`src/rtl/pcie_hcmd_sq_fifo_rd_pkg.sv`:
```
// Shared definitions for the host-command SQ FIFO read path: entry field offsets
// and the output buffer state encoding.
package pcie_hcmd_sq_fifo_rd_pkg;

  localparam int unsigned LP_SQ_HEAD_LSB  = 0;
  localparam int unsigned LP_SQ_HEAD_W    = 8;
  localparam int unsigned LP_SQ_QID_LSB   = 8;
  localparam int unsigned LP_SQ_QID_W     = 4;
  localparam int unsigned LP_SLOT_TAG_LSB = 12;

  // One-hot, same style as the SQ FIFO sync FSM.
  typedef enum logic [2:0] {
    StEmpty = 3'b001,
    StOne   = 3'b010,
    StFull2 = 3'b100
  } buf_state_e;

  function automatic logic qid_illegal(input logic [LP_SQ_QID_W-1:0] qid,
                                       input int unsigned num_sq);
    return 32'(qid) >= num_sq;
  endfunction

endpackage

```
`src/rtl/pcie_hcmd_skid_buf2.sv`:
```
// Generic 2-entry valid/ready buffer. Slot 0 drives the output, slot 1 is the
// skid slot. The producer must not push while o_full is high.
module pcie_hcmd_skid_buf2
  import pcie_hcmd_sq_fifo_rd_pkg::*;
#(
  parameter int unsigned P_WIDTH = 8
) (
  input  logic               i_clk,
  input  logic               i_rst_n,
  input  logic               i_push,
  input  logic [P_WIDTH-1:0] i_push_data,
  output logic               o_full,
  output logic               o_valid,
  input  logic               i_ready,
  output logic [P_WIDTH-1:0] o_data
);

  buf_state_e         r_state;
  logic [P_WIDTH-1:0] r_slot0;
  logic [P_WIDTH-1:0] r_slot1;
  logic               w_accept;

  assign w_accept = o_valid & i_ready;

  always_ff @(posedge i_clk or negedge i_rst_n) begin
    if (!i_rst_n) begin
      r_state <= StEmpty;
      r_slot0 <= '0;
      r_slot1 <= '0;
    end else begin
      unique case (r_state)
        StEmpty: begin
          if (i_push) begin
            r_slot0 <= i_push_data;
            r_state <= StOne;
          end
        end
        StOne: begin
          if (i_push && w_accept) begin
            r_slot0 <= i_push_data;
          end else if (i_push) begin
            r_slot1 <= i_push_data;
            r_state <= StFull2;
          end else if (w_accept) begin
            r_state <= StEmpty;
          end
        end
        StFull2: begin
          if (i_ready) begin
            r_slot0 <= r_slot1;
            r_state <= StOne;
          end
        end
        default: r_state <= StEmpty;
      endcase
    end
  end

  assign o_valid = (r_state != StEmpty);
  assign o_full  = (r_state == StFull2);
  assign o_data  = r_slot0;

endmodule

```
`src/rtl/pcie_hcmd_sq_fifo_rd.sv`:
```
// Host-command SQ FIFO reader: pops FWFT entries into a 2-entry buffer, splits
// them into command fields, and tracks a pop counter and a sticky bad-qid flag.
module pcie_hcmd_sq_fifo_rd
  import pcie_hcmd_sq_fifo_rd_pkg::*;
#(
  parameter int unsigned P_SLOT_TAG_WIDTH  = 10,
  parameter int unsigned P_FIFO_DATA_WIDTH = P_SLOT_TAG_WIDTH + 12,
  parameter int unsigned P_NUM_SQ          = 9
) (
  input  logic                         pcie_user_clk,
  input  logic                         pcie_user_rst_n,
  input  logic                         fifo_empty_n,
  output logic                         fifo_rd_en,
  input  logic [P_FIFO_DATA_WIDTH-1:0] fifo_rd_data,
  input  logic                         rd_pause,
  output logic                         cmd_valid,
  input  logic                         cmd_ready,
  output logic [P_SLOT_TAG_WIDTH-1:0]  cmd_slot_tag,
  output logic [3:0]                   cmd_sq_qid,
  output logic [7:0]                   cmd_sq_head,
  output logic [15:0]                  pop_cnt,
  output logic                         qid_err,
  output logic                         busy
);

  logic                         w_rd_en;
  logic                         w_full;
  logic [P_FIFO_DATA_WIDTH-1:0] w_entry;
  logic [15:0]                  r_pop_cnt;
  logic                         r_qid_err;

  // Reset gates the pop so the shared FIFO never loses an entry while we are held.
  assign w_rd_en    = pcie_user_rst_n & fifo_empty_n & ~rd_pause & ~w_full;
  assign fifo_rd_en = w_rd_en;

  pcie_hcmd_skid_buf2 #(
    .P_WIDTH (P_FIFO_DATA_WIDTH)
  ) u_skid_buf (
    .i_clk       (pcie_user_clk),
    .i_rst_n     (pcie_user_rst_n),
    .i_push      (w_rd_en),
    .i_push_data (fifo_rd_data),
    .o_full      (w_full),
    .o_valid     (cmd_valid),
    .i_ready     (cmd_ready),
    .o_data      (w_entry)
  );

  assign cmd_slot_tag = w_entry[P_FIFO_DATA_WIDTH-1:LP_SLOT_TAG_LSB];
  assign cmd_sq_qid   = w_entry[LP_SQ_QID_LSB +: LP_SQ_QID_W];
  assign cmd_sq_head  = w_entry[LP_SQ_HEAD_LSB +: LP_SQ_HEAD_W];

  always_ff @(posedge pcie_user_clk or negedge pcie_user_rst_n) begin
    if (!pcie_user_rst_n) begin
      r_pop_cnt <= '0;
      r_qid_err <= 1'b0;
    end else if (w_rd_en) begin
      r_pop_cnt <= r_pop_cnt + 16'd1;
      if (qid_illegal(fifo_rd_data[LP_SQ_QID_LSB +: LP_SQ_QID_W], P_NUM_SQ)) begin
        r_qid_err <= 1'b1;
      end
    end
  end

  assign pop_cnt = r_pop_cnt;
  assign qid_err = r_qid_err;
  assign busy    = cmd_valid | w_rd_en;

endmodule

```
`config.mk`:
```
export PLATFORM = sky130hd
export DESIGN_NAME = pcie_hcmd_sq_fifo_rd
export DESIGN_NICKNAME = d
export VERILOG_FILES = /design/src/rtl/pcie_hcmd_sq_fifo_rd_pkg.sv /design/src/rtl/pcie_hcmd_skid_buf2.sv /design/src/rtl/pcie_hcmd_sq_fifo_rd.sv
export SDC_FILE = /design/constraint.sdc
export NUM_CORES = 1
export LEC_CHECK = 0
export CORE_UTILIZATION = 45
export CTS_BUF_LIST = sky130_fd_sc_hd__clkbuf_4 sky130_fd_sc_hd__clkbuf_8 sky130_fd_sc_hd__clkbuf_16
export DETAILED_ROUTE_END_ITERATION = 10
export GPL_TIMING_DRIVEN = 1
export PLACE_DENSITY_LB_ADDON = 0.12
export SLEW_MARGIN = 25
export SYNTH_ARGS = -nofsm -noshare
export SYNTH_HDL_FRONTEND = slang
export SYNTH_HIERARCHICAL = 1
export SYNTH_SLANG_ARGS = --single-unit
```
`constraint.sdc`:
```
create_clock -name pcie_user_clk -period 2.5 [get_ports pcie_user_clk]
set_clock_uncertainty 0.15 [all_clocks]
set_input_delay 0.375 -clock pcie_user_clk [delete_from_list [all_inputs] [get_ports pcie_user_clk]]
set_output_delay 0.375 -clock pcie_user_clk [all_outputs]
set_load 0.03 [all_outputs]
```
# Yosys cells after proc, flatten, opt, wreduce, memory -nomap -nowiden

Index checks and enable logic that the tools add are counted.

Word-level logic and storage cells: 40
Register bits after elaboration: 64
Bits of input ports: 27

Eq/ne operators: 9
Mux-type cells: 10
Magnitude comparators: 1
Bitwise operators: 8
Add/sub/neg operators: 1
Reduce and logical (&&, ||, !) cells: 6

Operators by type and width:

| operator                                                                 | count |
|---|---|
| 22-bit two-way mux                                                       | 3 |
| 22-bit case mux with 3 select lines                                      | 1 |
| 16-bit by 1-bit adder with 16-bit output (second input constant)         | 1 |
| 3-bit two-way mux                                                        | 5 |
| 3-bit case mux with 3 select lines                                       | 1 |
| 4-bit AND reduction                                                      | 2 |
| 3-bit by 1-bit inequality test with 1-bit output (second input constant) | 2 |
| 1-bit bitwise AND                                                        | 4 |
| 4-bit >= comparator (second input constant)                              | 1 |
| 2-bit by 1-bit inequality test with 1-bit output (second input constant) | 2 |
| 2-bit inequality test (second input constant)                            | 2 |
| 3-bit by 1-bit == test with 1-bit output (second input constant)         | 1 |
| 3-bit by 2-bit == test with 1-bit output (second input constant)         | 1 |
| 3-bit == test (second input constant)                                    | 1 |
| 1-bit NOT                                                                | 3 |
| 3-bit AND reduction                                                      | 1 |
| 3-bit nonzero test                                                       | 1 |
| 2-bit AND reduction                                                      | 1 |
| 1-bit logical AND                                                        | 1 |
| 1-bit OR                                                                 | 1 |

# Logic depth before layout (Yosys ltp)

Gate-level depths: netlist of the first run.

Word-level depth: 6
Depth in mapped cells: 9
Depth with buffers taken out: 6

# Cells and area by module

The synthesis of the first run kept the hierarchy.

Modules (own cells, without submodules):

| module               | cells an instance | area each (um2) | seq. area each (um2) | instances |
|---|---|---|---|---|
| pcie_hcmd_skid_buf2  | 137               | 2185.8          | 1177.4               | 1 |
| pcie_hcmd_sq_fifo_rd | 68                | 780.7           | 425.4                | 1 |

# Worst setup path before layout of the first run

No wires, ideal clock.

Kind: register to register
Start: reg u_skid_buf.r_state[1]
End: reg u_skid_buf.r_slot0[0], in the netlist u_skid_buf/o_data[0]
Required time: 2.225 ns
Buffers on the path: 3
Stages on the path, launching flop included: 10
Setup time: 0.125 ns
Arrival: 2.549 ns
Setup slack: -0.324 ns
Cell sequence: dfrtp_1 nor3b_2 buf_4 nand4bb_1 buf_6 inv_1 and4bb_1 a211o_1 buf_6 mux2_4

Word-level cells in the longest chain between the ends: 6

Ends and longest elaborated chain:

| element                                                    | line                       | source |
|---|---|---|
| start: declaration                                         | pcie_hcmd_skid_buf2.sv:18  | `buf_state_e r_state;` |
| start signal: assignment                                   | pcie_hcmd_skid_buf2.sv:27  | `r_state <= StEmpty;` |
| start signal: assignment                                   | pcie_hcmd_skid_buf2.sv:35  | `r_state <= StOne;` |
| start signal: assignment                                   | pcie_hcmd_skid_buf2.sv:43  | `r_state <= StFull2;` |
| 3-bit == test (*)                                          | pcie_hcmd_skid_buf2.sv:60  | `assign o_full = (r_state == StFull2);` |
| named net w_full                                           | pcie_hcmd_sq_fifo_rd.sv:27 | `logic w_full;` |
| 1-bit NOT (*)                                              | pcie_hcmd_sq_fifo_rd.sv:33 | `assign w_rd_en = pcie_user_rst_n & fifo_empty_n & ~rd_pause & ~w_full;` |
| 1-bit bitwise AND (*)                                      | pcie_hcmd_sq_fifo_rd.sv:33 |  |
| named net fifo_rd_en                                       | pcie_hcmd_sq_fifo_rd.sv:13 | `output logic fifo_rd_en,` |
| 1-bit logical AND                                          | pcie_hcmd_skid_buf2.sv:39  | `if (i_push && w_accept) begin` |
| 2-bit by 1-bit inequality test with 1-bit output (no line) | -                          |  |
| 4-bit AND reduction (no line) (*)                          | -                          |  |
| end signal: assignment                                     | pcie_hcmd_skid_buf2.sv:34  | `r_slot0 <= i_push_data;` |
| end signal: assignment                                     | pcie_hcmd_skid_buf2.sv:40  | `r_slot0 <= i_push_data;` |
| end signal: assignment                                     | pcie_hcmd_skid_buf2.sv:50  | `r_slot0 <= r_slot1;` |
| end: declaration                                           | pcie_hcmd_skid_buf2.sv:19  | `logic [P_WIDTH-1:0] r_slot0;` |

Mark *: on every way through the listed nets, which the timed path passes. The rest lies on a longest branch.
A chain may end at the register's enable or synchronous reset.

# Worst setup path after layout of the first run

Start: reg u_skid_buf.r_state[1]
End: out busy

Word-level cells in the longest chain between the ends: 4

Ends and longest elaborated chain:

| element           | line                       | source |
|---|---|---|
| 3-bit == test     | pcie_hcmd_skid_buf2.sv:60  |  |
| named net w_full  | pcie_hcmd_sq_fifo_rd.sv:27 |  |
| 1-bit NOT         | pcie_hcmd_sq_fifo_rd.sv:33 |  |
| 1-bit bitwise AND | pcie_hcmd_sq_fifo_rd.sv:33 |  |
| 1-bit OR          | pcie_hcmd_sq_fifo_rd.sv:67 | `assign busy = cmd_valid \| w_rd_en;` |
| end: declaration  | pcie_hcmd_sq_fifo_rd.sv:23 | `output logic busy` |

The timed path passes the listed nets, and every way through them passes these cells.

==> metrics, run 1 <==
status=finished, final reports clean; Pleak=0.001799 µW; ys async rst share=100.0%; CP Class=flip-flop to output port; area grow syn2layout=34.50%; PD cells=737.5 nW/µm²; CTS buffer count=9; # nets final=approximately 320; vias in the first global route=1961; Slew headroom=between 40% and 50%; Std-Cell Rows=29; placer congestion estimate=0.7383; worst path cell trace=nor3b_4, nand4bb_1, buf_4, or2b_1, buf_4; R2R depth=7; ranking of synthesized cells by area=dfrtp_1 53%, mux2_2 16%, mux2_4 10%; Post-Synth Simple-Gate Area=9.152%; launching point of the worst reg2reg path=u_skid_buf/r_state[1]; most numerous cell in the Yosys netlist=dfrtp_1; cell taking the most area after synthesis=dfrtp_1; first-pass GRT wire length=around 9600 µm; main combinational cell family by area after synthesis=multiplexers; Tcrit/Tclk final=94.81%; R2R Path End=u_skid_buf/o_data[3]; fill count=495; Die W=just over 80 µm; mux cell area share after synthesis=27.58%; crit path buf inv count=2; Crit path required time=between 1.5 and 2 ns; max capacitance violation total=0; initial antenna violation count=0; initial core utilization=46.72%; crit path time final=2.370 ns; share of the synthesized area in the top cell type=between 50% and 60%; R2R setup slack=0.16 ns; WL/cell=15.38 µm; critical path startpoint category=flip-flop; Worst VDD drop=0.7707 mV; layout cells sized above 1=35.96%; Yosys warning count=6; FF/Latch Area=between 1500 and 2000 µm²; Remaining DRCs=0; I/O pin count=69; drt via density=around 5.1; CTS tree=yes; cells after synthesis=205; Post-synth top cells=63 x dfrtp_1, 43 x mux2_2, 20 x mux2_4, 10 x nand2_1, 10 x xnor2_1; post-route ant nets=0; final setup fails=0; htree depth=3; Multi-input gate area=1313 µm²; drt first-iter violations=54; Synth Cell Area=between 2000 and 3000 µm²; ANT cells=0; Finished Core Util=62.84%; HPWL after DPL=3831 µm; Seq cells post-synth=between 60 and 70; crit path DAT=1.85 ns; Setup WS pre-CTS=0.01774 ns; number of distinct library cells after synthesis=37; sequential area share after synthesis=a little over half; # hold bufs at CTS=0; clk buf depth=2; Root Driver=clkbuf_8; Crit Path Max Fanout=9; Slew Viols, Final=0; final wirelength=5674 µm; adder-cell share of the synthesized area=less than 1%; post-synthesis xor/xnor area fraction=under 10%; Post-Syn Nets=233; total setup buffers inserted after CTS=0; HP Class=primary input to async pin; largest net degree at the start of global routing=65; unrepaired setup endpoints after global routing=no; GRT Total Usage=18.27%; Die H=83.20 µm; # clock sinks=64; # port buffers=68; Final WS setup=between 0.1 and 0.15 ns; Max Fclk=421.9 MHz; CTS resizes=1; crit path from=u_skid_buf/r_state[1]; aggregate global routing overflow=0; Top cell by count, worst path=buf_4; critical path capture point type=output port; Pre-antenna DRT Iters=4; Die ar.=6921 µm²; Top FF cell, synth=dfrtp_1; Worst Max-Slew Pin Slew=0.7989 ns; clock latency on the worst-skew pair=0.33 ns; final hold vios=0; slowest CP cell=dfrtp_2; Largest stage delay, worst path=0.46 ns; CP top delay family=simple AND/OR/NAND/NOR gates; clk slew on worst S/H paths=approximately 0.070 ns; Post-synth EDFFs=0; Vias=1892; Post-Syn Area per Cell=14.47 µm²; Compound-Gate Fraction of Synth Area=2.024%; core area=6350 µm²
-- worst max-delay path by stage --
stage / end / slack (ns) / cells after the start
global route: busy / 0.008 / 5
floorplan: u_skid_buf/o_data[0] / -0.26 / 9
global placement: u_skid_buf/r_slot1[18] / 0.04 / 8
detailed placement: u_skid_buf/r_slot1[20] / 0.02 / 8
CTS: busy / 0.1 / 5
finish: busy / 0.13 / 5
-- cells in the final DEF (no fill, tap or decap), types with 2 or more instances in the layout --
master,netlist,final
buf_4,2,11
mux2_2,43,43
nor2_1,3,3
clkinv_2,0,3
clkbuf_8,0,9
and4bb_1,2,2
nor2b_1,2,2
mux2_4,20,23
nand2_1,10,10
dfrtp_1,63,62
nand4_1,3,3
xor2_1,5,5
inv_1,3,2
clkinvlp_4,0,2
nor3_1,2,2
xnor2_1,10,10
buf_12,0,2
or2b_1,2,2
nand3_1,7,7
clkdlybuf4s50_1,0,64
-- metrics by stage --
stage                     area, µm²  setup TNS [ns]  std cells  power, µW  hold WS, ns
final                          3990               0        369       2943       0.1310
after global routing           3990               0        369       3086       0.1890
after CTS                      3990               0        369       2981       0.1553
after detailed placement       3806               0        354       2123       0.3151
after global placement         3806               0        354       2115       0.3092
after floorplan                3007          -7.191        205       1751     -0.07059
-- registers in the layout (all words and copies together), names as in the netlist --
signal              count
qid_err                 1
pop_cnt                16
u_skid_buf/o_data      22
u_skid_buf/r_state      3
u_skid_buf/r_slot1     22
-- area by class of cell --
type | instances | share of cell area (%)
Clock inverter | 6 | 1.537
Inverter | 3 | 0.3763
Sequential cell | 64 | 40.20
Clock buffer | 9 | 3.104
Multi-Input combinational cell | 131 | 32.89
Timing Repair Buffer | 79 | 19.47
Tap cell | 77 | 2.415
-- metal layers --
metal / wire [µm] / GRT usage (%) / up-vias
met3: 302 / 7.654 / 6
met2: 2551 / 26.83 / 51
met4: 69 / 6.113 / 0
met1: 2750 / 24.45 / 938
li1: - / - / 897
met5: 0 / 0 / -
-- logic make-up after synthesis --
family                     count (synthesis)
AOI/OAI and AO/OA                          8
DFF                                       64
buffers and inverters                     10
and+or+nand+nor                           41
muxes                                     66
adders and majority gates                  1
xor gates and xnor gates                  15
-- power by group --
group          switching, µW  internal (µW)
Combinational            408            408
Clock                    393            451
Sequential               116           1170
Total                    918           2030
No activity file was read; power rests on OpenSTA's default activity.
==> run 2: changes to the inputs <==
Settings changed: CORE_UTILIZATION 45 to 50, SLEW_MARGIN 25 to not set, TNS_END_PERCENT set to 5.
Clock period 2.5 ns to 2.6 ns, I/O delays scaled along.
==> metrics, run 2 (synthesis results as in run 1) <==
Die W=79.03 µm (was 83.20 µm); CTS tree=yes (unchanged); max capacitance violation total=0 (unchanged); fill count=414 (was 495); drt first-iter violations=109 (was 54); aggregate global routing overflow=0 (unchanged); Finished Core Util=71.11% (was 62.84%); initial antenna violation count=0 (unchanged); drt via density=5.196 (was 5.127); post-route ant nets=0 (unchanged); slowest CP cell=clkdlybuf4s50_1 (was dfrtp_2); clock latency on the worst-skew pair=0.33 ns (about the same); I/O pin count=69 (unchanged); # hold bufs at CTS=0 (unchanged); WL/cell=15.45 µm (was 15.38 µm); final setup fails=0 (unchanged); Max Fclk=401.4 MHz; Die ar.=6245 µm² (was 6921 µm²); vias in the first global route=1929 (was 1961); clk slew on worst S/H paths=0.07 ns (about the same); layout cells sized above 1=33.45% (was 35.96%); worst path cell trace=inv_1, or3_1, clkdlybuf4s50_1 (was nor3b_4, nand4bb_1, buf_4, or2b_1, buf_4); Root Driver=clkbuf_8 (unchanged); PD cells=741.9 nW/µm² (was 737.5 nW/µm²); largest net degree at the start of global routing=65 (unchanged); Slew Viols, Final=0 (unchanged); Crit Path Max Fanout=5 (was 9); area grow syn2layout=34.42% (was 34.50%); final wirelength=5593 µm (was 5674 µm); Pleak=0.001800 µW (was 0.001799 µW); Design Power=2959 µW (was 2943 µW); crit path time final=approximately 2.5 ns; Worst Max-Slew Pin Slew=0.7900 ns (was 0.7989 ns); HP Class=primary input to async pin (unchanged); crit path buf inv count=2 (unchanged); HPWL after DPL=3713 µm (was 3831 µm); Die H=79.03 µm (was 83.20 µm); Slew headroom=47.33% (was 46.74%); Largest stage delay, worst path=0.60 ns (was 0.46 ns); unrepaired setup endpoints after global routing=no (unchanged); core area=5608 µm² (was 6350 µm²); Vias=1881 (was 1892); commonest non-fill, non-tap cell in the layout=clkdlybuf4s50_1 (unchanged); critical path startpoint category=flip-flop (unchanged); # port buffers=68 (unchanged); status=finished, final reports clean (unchanged); placer congestion estimate=0.8213 (was 0.7383); htree depth=3 (unchanged); crit path DAT=1.95 ns (was 1.85 ns); CP Class=flip-flop to output port (unchanged); Crit path required time=2.06 ns (was 1.98 ns); final hold vios=0 (unchanged); # clock sinks=64 (unchanged); critical path capture point type=output port (unchanged); Worst VDD drop=0.4153 mV (was 0.7707 mV); initial core utilization=52.90% (was 46.72%); TNS Setup=0 ns (unchanged); Remaining DRCs=0 (unchanged); # nets final=313 (was 316); Pre-antenna DRT Iters=4 (unchanged); ANT cells=0 (unchanged); Tcrit/Tclk final=95.81%; clk buf depth=2 (unchanged); GRT Total Usage=20.15% (was 18.27%); most frequent cells in the layout=65 x clkdlybuf4s50_1, 62 x dfrtp_1, 43 x mux2_2 (was 64 x clkdlybuf4s50_1, 62 x dfrtp_1, 43 x mux2_2); CTS buffer count=9 (unchanged); CP top delay family=buffers and inverters (was simple AND/OR/NAND/NOR gates); Std-Cell Rows=27 (was 29); first-pass GRT wire length=9301 µm (was 9604 µm)
run 2: cell count changes in the layout (fill, tap and decap cells not counted), sizes merged:
cell and change:
buf -5, bufinv +1, dlygate4sd2 +1, clkbuf +2, clkinv -2, clkdlybuf4s50 +1
run 2: worst register-to-register path, delay by kind of cell, from the launching register on:
family | cells | cell delay, ns
muxes | 1 | 0.30
and+or+nand+nor | 3 | 0.72
AOI/OAI and AO/OA | 1 | 0.34
DFF | 1 | 0.46
buffers and inverters | 2 | 0.37
run 2: power breakdown:
group          internal, µW  switching, µW  leakage [µW]
Combinational           390            396      0.000867
Clock                   561            377      0.000110
Sequential             1120            112      0.000823
run 2: path summary, 6_finish.rpt:
path / slack [ns] / endpoint / startpoint / depth (start not counted)
worst min-delay path: 0.09 / pop_cnt[12] / pcie_user_rst_n / 2
worst max register to register: 0.14 / u_skid_buf/o_data[20] / u_skid_buf/r_state[1] / 7
worst min register to register: 0.34 / pop_cnt[15] / pop_cnt[15] / 1
max in group asynchronous: 1.61 / u_skid_buf/r_state[1] / pcie_user_rst_n / 2
worst max-delay path: 0.11 / cmd_valid / u_skid_buf/r_state[0] / 3
min in group pcie_user_clk: 0.34 / pop_cnt[15] / pop_cnt[15] / 1
run 2: layout make-up:
| type | instances | area, µm² | area share, % |
|---|---|---|---|
| tap | 72 | 90.09 | 2.259 |
| inverter | 3 | 15.01 | 0.3765 |
| clock inverter | 5 | 81.33 | 2.040 |
| timing repair buffer | 76 | 758.2 | 19.01 |
| sequential | 64 | 1604 | 40.23 |
| multi-input combinational | 131 | 1300 | 32.60 |
| clock buffer | 11 | 138.9 | 3.483 |
run 2: metal layers:
metal  up-vias  wire length (µm)  track usage, %
met5         -                 0               0
met3         7               274           5.517
li1        893                 -               -
met2        52              2653           30.60
met4         0                80           9.273
met1       929              2584           26.82
run 2: stage by stage:
stage	std cells	setup slack [ns]	area, µm²	hold slack, ns
after floorplan	205	-0.1568	2982	-0.05559
final	362	0.1089	3988	0.09017
after global placement	346	0.04620	3770	0.3109
after CTS	362	0.09438	3988	0.1271
after detailed placement	346	-0.01198	3770	0.3235
after global routing	362	0.02769	3988	0.1781
run 2: repair_timing:
action / in CTS / in global routing
buffers inserted: 0 / 0
gates resized for setup: 2 / 0
setup endpoints to repair: 2 / 0
==> variant, RTL diff (config.mk and constraints of run 1) <==
The 3 states of `buf_state_e` get a binary encoding in 2 bits. Comments in the files are not updated.
--- a/src/rtl/pcie_hcmd_sq_fifo_rd_pkg.sv
+++ b/src/rtl/pcie_hcmd_sq_fifo_rd_pkg.sv
@@ -10,8 +10,8 @@
 
   // One-hot, same style as the SQ FIFO sync FSM.
-  typedef enum logic [2:0] {
-    StEmpty = 3'b001,
-    StOne   = 3'b010,
-    StFull2 = 3'b100
+  typedef enum logic [1:0] {
+    StEmpty = 2'd0,
+    StOne   = 2'd1,
+    StFull2 = 2'd2
   } buf_state_e;
 
Behaviour: no difference found for any inputs over 10 cycles, from zero or initial values and one cycle with pcie_user_rst_n low; not proved beyond that.
==> variant against run 1 <==
Area after synthesis rose by 1.1%; synthesized cell count fell by 2.9%; worst setup slack better by 0.031 ns; sequential share of layout area is 0.63 points lower; routed wire length fell by 1.6%; non-clock buffer count down 3; design area down 0.16%; total power rose by 17%; sequential cell count fell by 1; utilization fell by 0.45 points; worst hold slack got worse by 0.047 ns; register-to-register slack improved by 0.15 ns; final cell count down 2.4%.
==> variant: results (changes against run 1) <==
Outcome
  – Result of the run: finished, final reports clean

Worst setup path
  – Peak per-stage delay on the critical path: 0.43 ns (-0.03 ns)
  – Arrival time of the worst setup path: 1.81 ns (-0.04 ns)
  – CP max stage cell: sky130_fd_sc_hd__dfrtp_1

GRT
  – Wire length of the first global-routing pass: 9490 µm (-1.2%)
  – Overall track demand over capacity in global routing: 17.6% (-0.62 points)
  – Met3 Resource Use GR: 3.96% (-3.7 points)
  – Largest net degree at the start of global routing: 64 (-1.5%)
  – GRT met2 Usage: 27.6% (+0.74 points)
  – Vias in the first global route: 1892 (-3.5%)
  – Global-route track usage on met1: 23.4% (-1.1 points)

Synth
  – Arithmetic-cell share of the synthesized area counting full adders, half adders and majority gates: 0.417% (-0.0044 points)
  – Cell types occupying the most area after synthesis: sky130_fd_sc_hd__dfrtp_1 (53%), sky130_fd_sc_hd__mux2_4 (18%), sky130_fd_sc_hd__mux2_2 (11%)
  – Multiplexer area fraction after synthesis: 29.6% (+2.0 points)
  – Post-synthesis xor/xnor area fraction: 4.38% (-0.046 points)
  – Proportion of synthesized chip area in sequential cells: 52.6% (-1.4 points)
  – Count of unique library cells instantiated by Yosys: 34 (-8.1%)
  – Nets in the synthesized netlist: 227 (-2.6%)
  – Gate count of the mapped netlist: 199 (-2.9%)
  – Compound-gate portion of the synthesized area: 1.50% (-0.52 points)
  – Top cells by count, synth: sky130_fd_sc_hd__dfrtp_1 (63), sky130_fd_sc_hd__mux2_4 (36), sky130_fd_sc_hd__mux2_2 (28), sky130_fd_sc_hd__xnor2_1 (10), sky130_fd_sc_hd__nand2_1 (9)

Place
  – Post-place instance area: 3770 µm² (-0.89%)
  – HPWL after detailed placement: 3790 µm (-1.1%)
  – Number of placed cells counting well taps: 344 (-2.8%)
  – Global placer's final weighted congestion: 0.714 (-3.4%)

Final layout
  – Nets: 306 (-3.2%)
  – Fraction of final layout cells with drive strength greater than 1: 35.3% (-0.62 points)
  – Non-filler instance count after layout: 360 (-2.4%)
  – Layout fillers: 525 (+6.1%)

Clocking
  – Number of instances resized during post-cts repair: 0 (-1)

Drt
  – Met3 wire len: 203 µm (-33%)
  – DR vias/cell: 5.05 (-1.6%)
  – Met1 layer wirelength in the final routing: 2570 µm (-6.4%)
  – Drt initial violations: 59 (+9.3%)
  – Routed met2 length: 2690 µm (+5.3%)
  – Average detailed-routed wire length per instance: 15.5 µm (+0.84%)

Power
  – Peak supply drop: 0.505 mV (-34%)
  – Internal power component: 2370 µW (+17%)
## variant: final cells by class
cell class | instances | area [µm²] | area share [%]
Sequential cell | 63 | 1580 | 39.6
Inverter | 3 | 15.0 | 0.377
Timing Repair Buffer | 76 | 756 | 19.0
Clock buffer | 9 | 124 | 3.11
Multi-Input combinational cell | 125 | 1330 | 33.4
Tap cell | 77 | 96.3 | 2.42
Clock inverter | 7 | 87.6 | 2.20
## variant: through the flow
step	power, µW	setup slack, ns	hold slack [ns]
2_1_floorplan	2070	0.00491	-0.0706
3_3_place_gp	2500	0.173	0.312
3_5_place_dp	2520	0.136	0.321
4_1_cts	3490	0.146	0.127
5_1_grt	3610	0.0652	0.156
6_report	3450	0.160	0.0837
## variant: power by group through the flow
stage | Sequential (µW) | Combinational (µW) | Clock (µW)
after floorplan | 1700 | 374 | 0
after global placement | 1450 | 1050 | 0
after detailed placement | 1460 | 1070 | 0
after CTS | 1440 | 1070 | 975
after global routing | 1470 | 1120 | 1020
final | 1430 | 1060 | 955
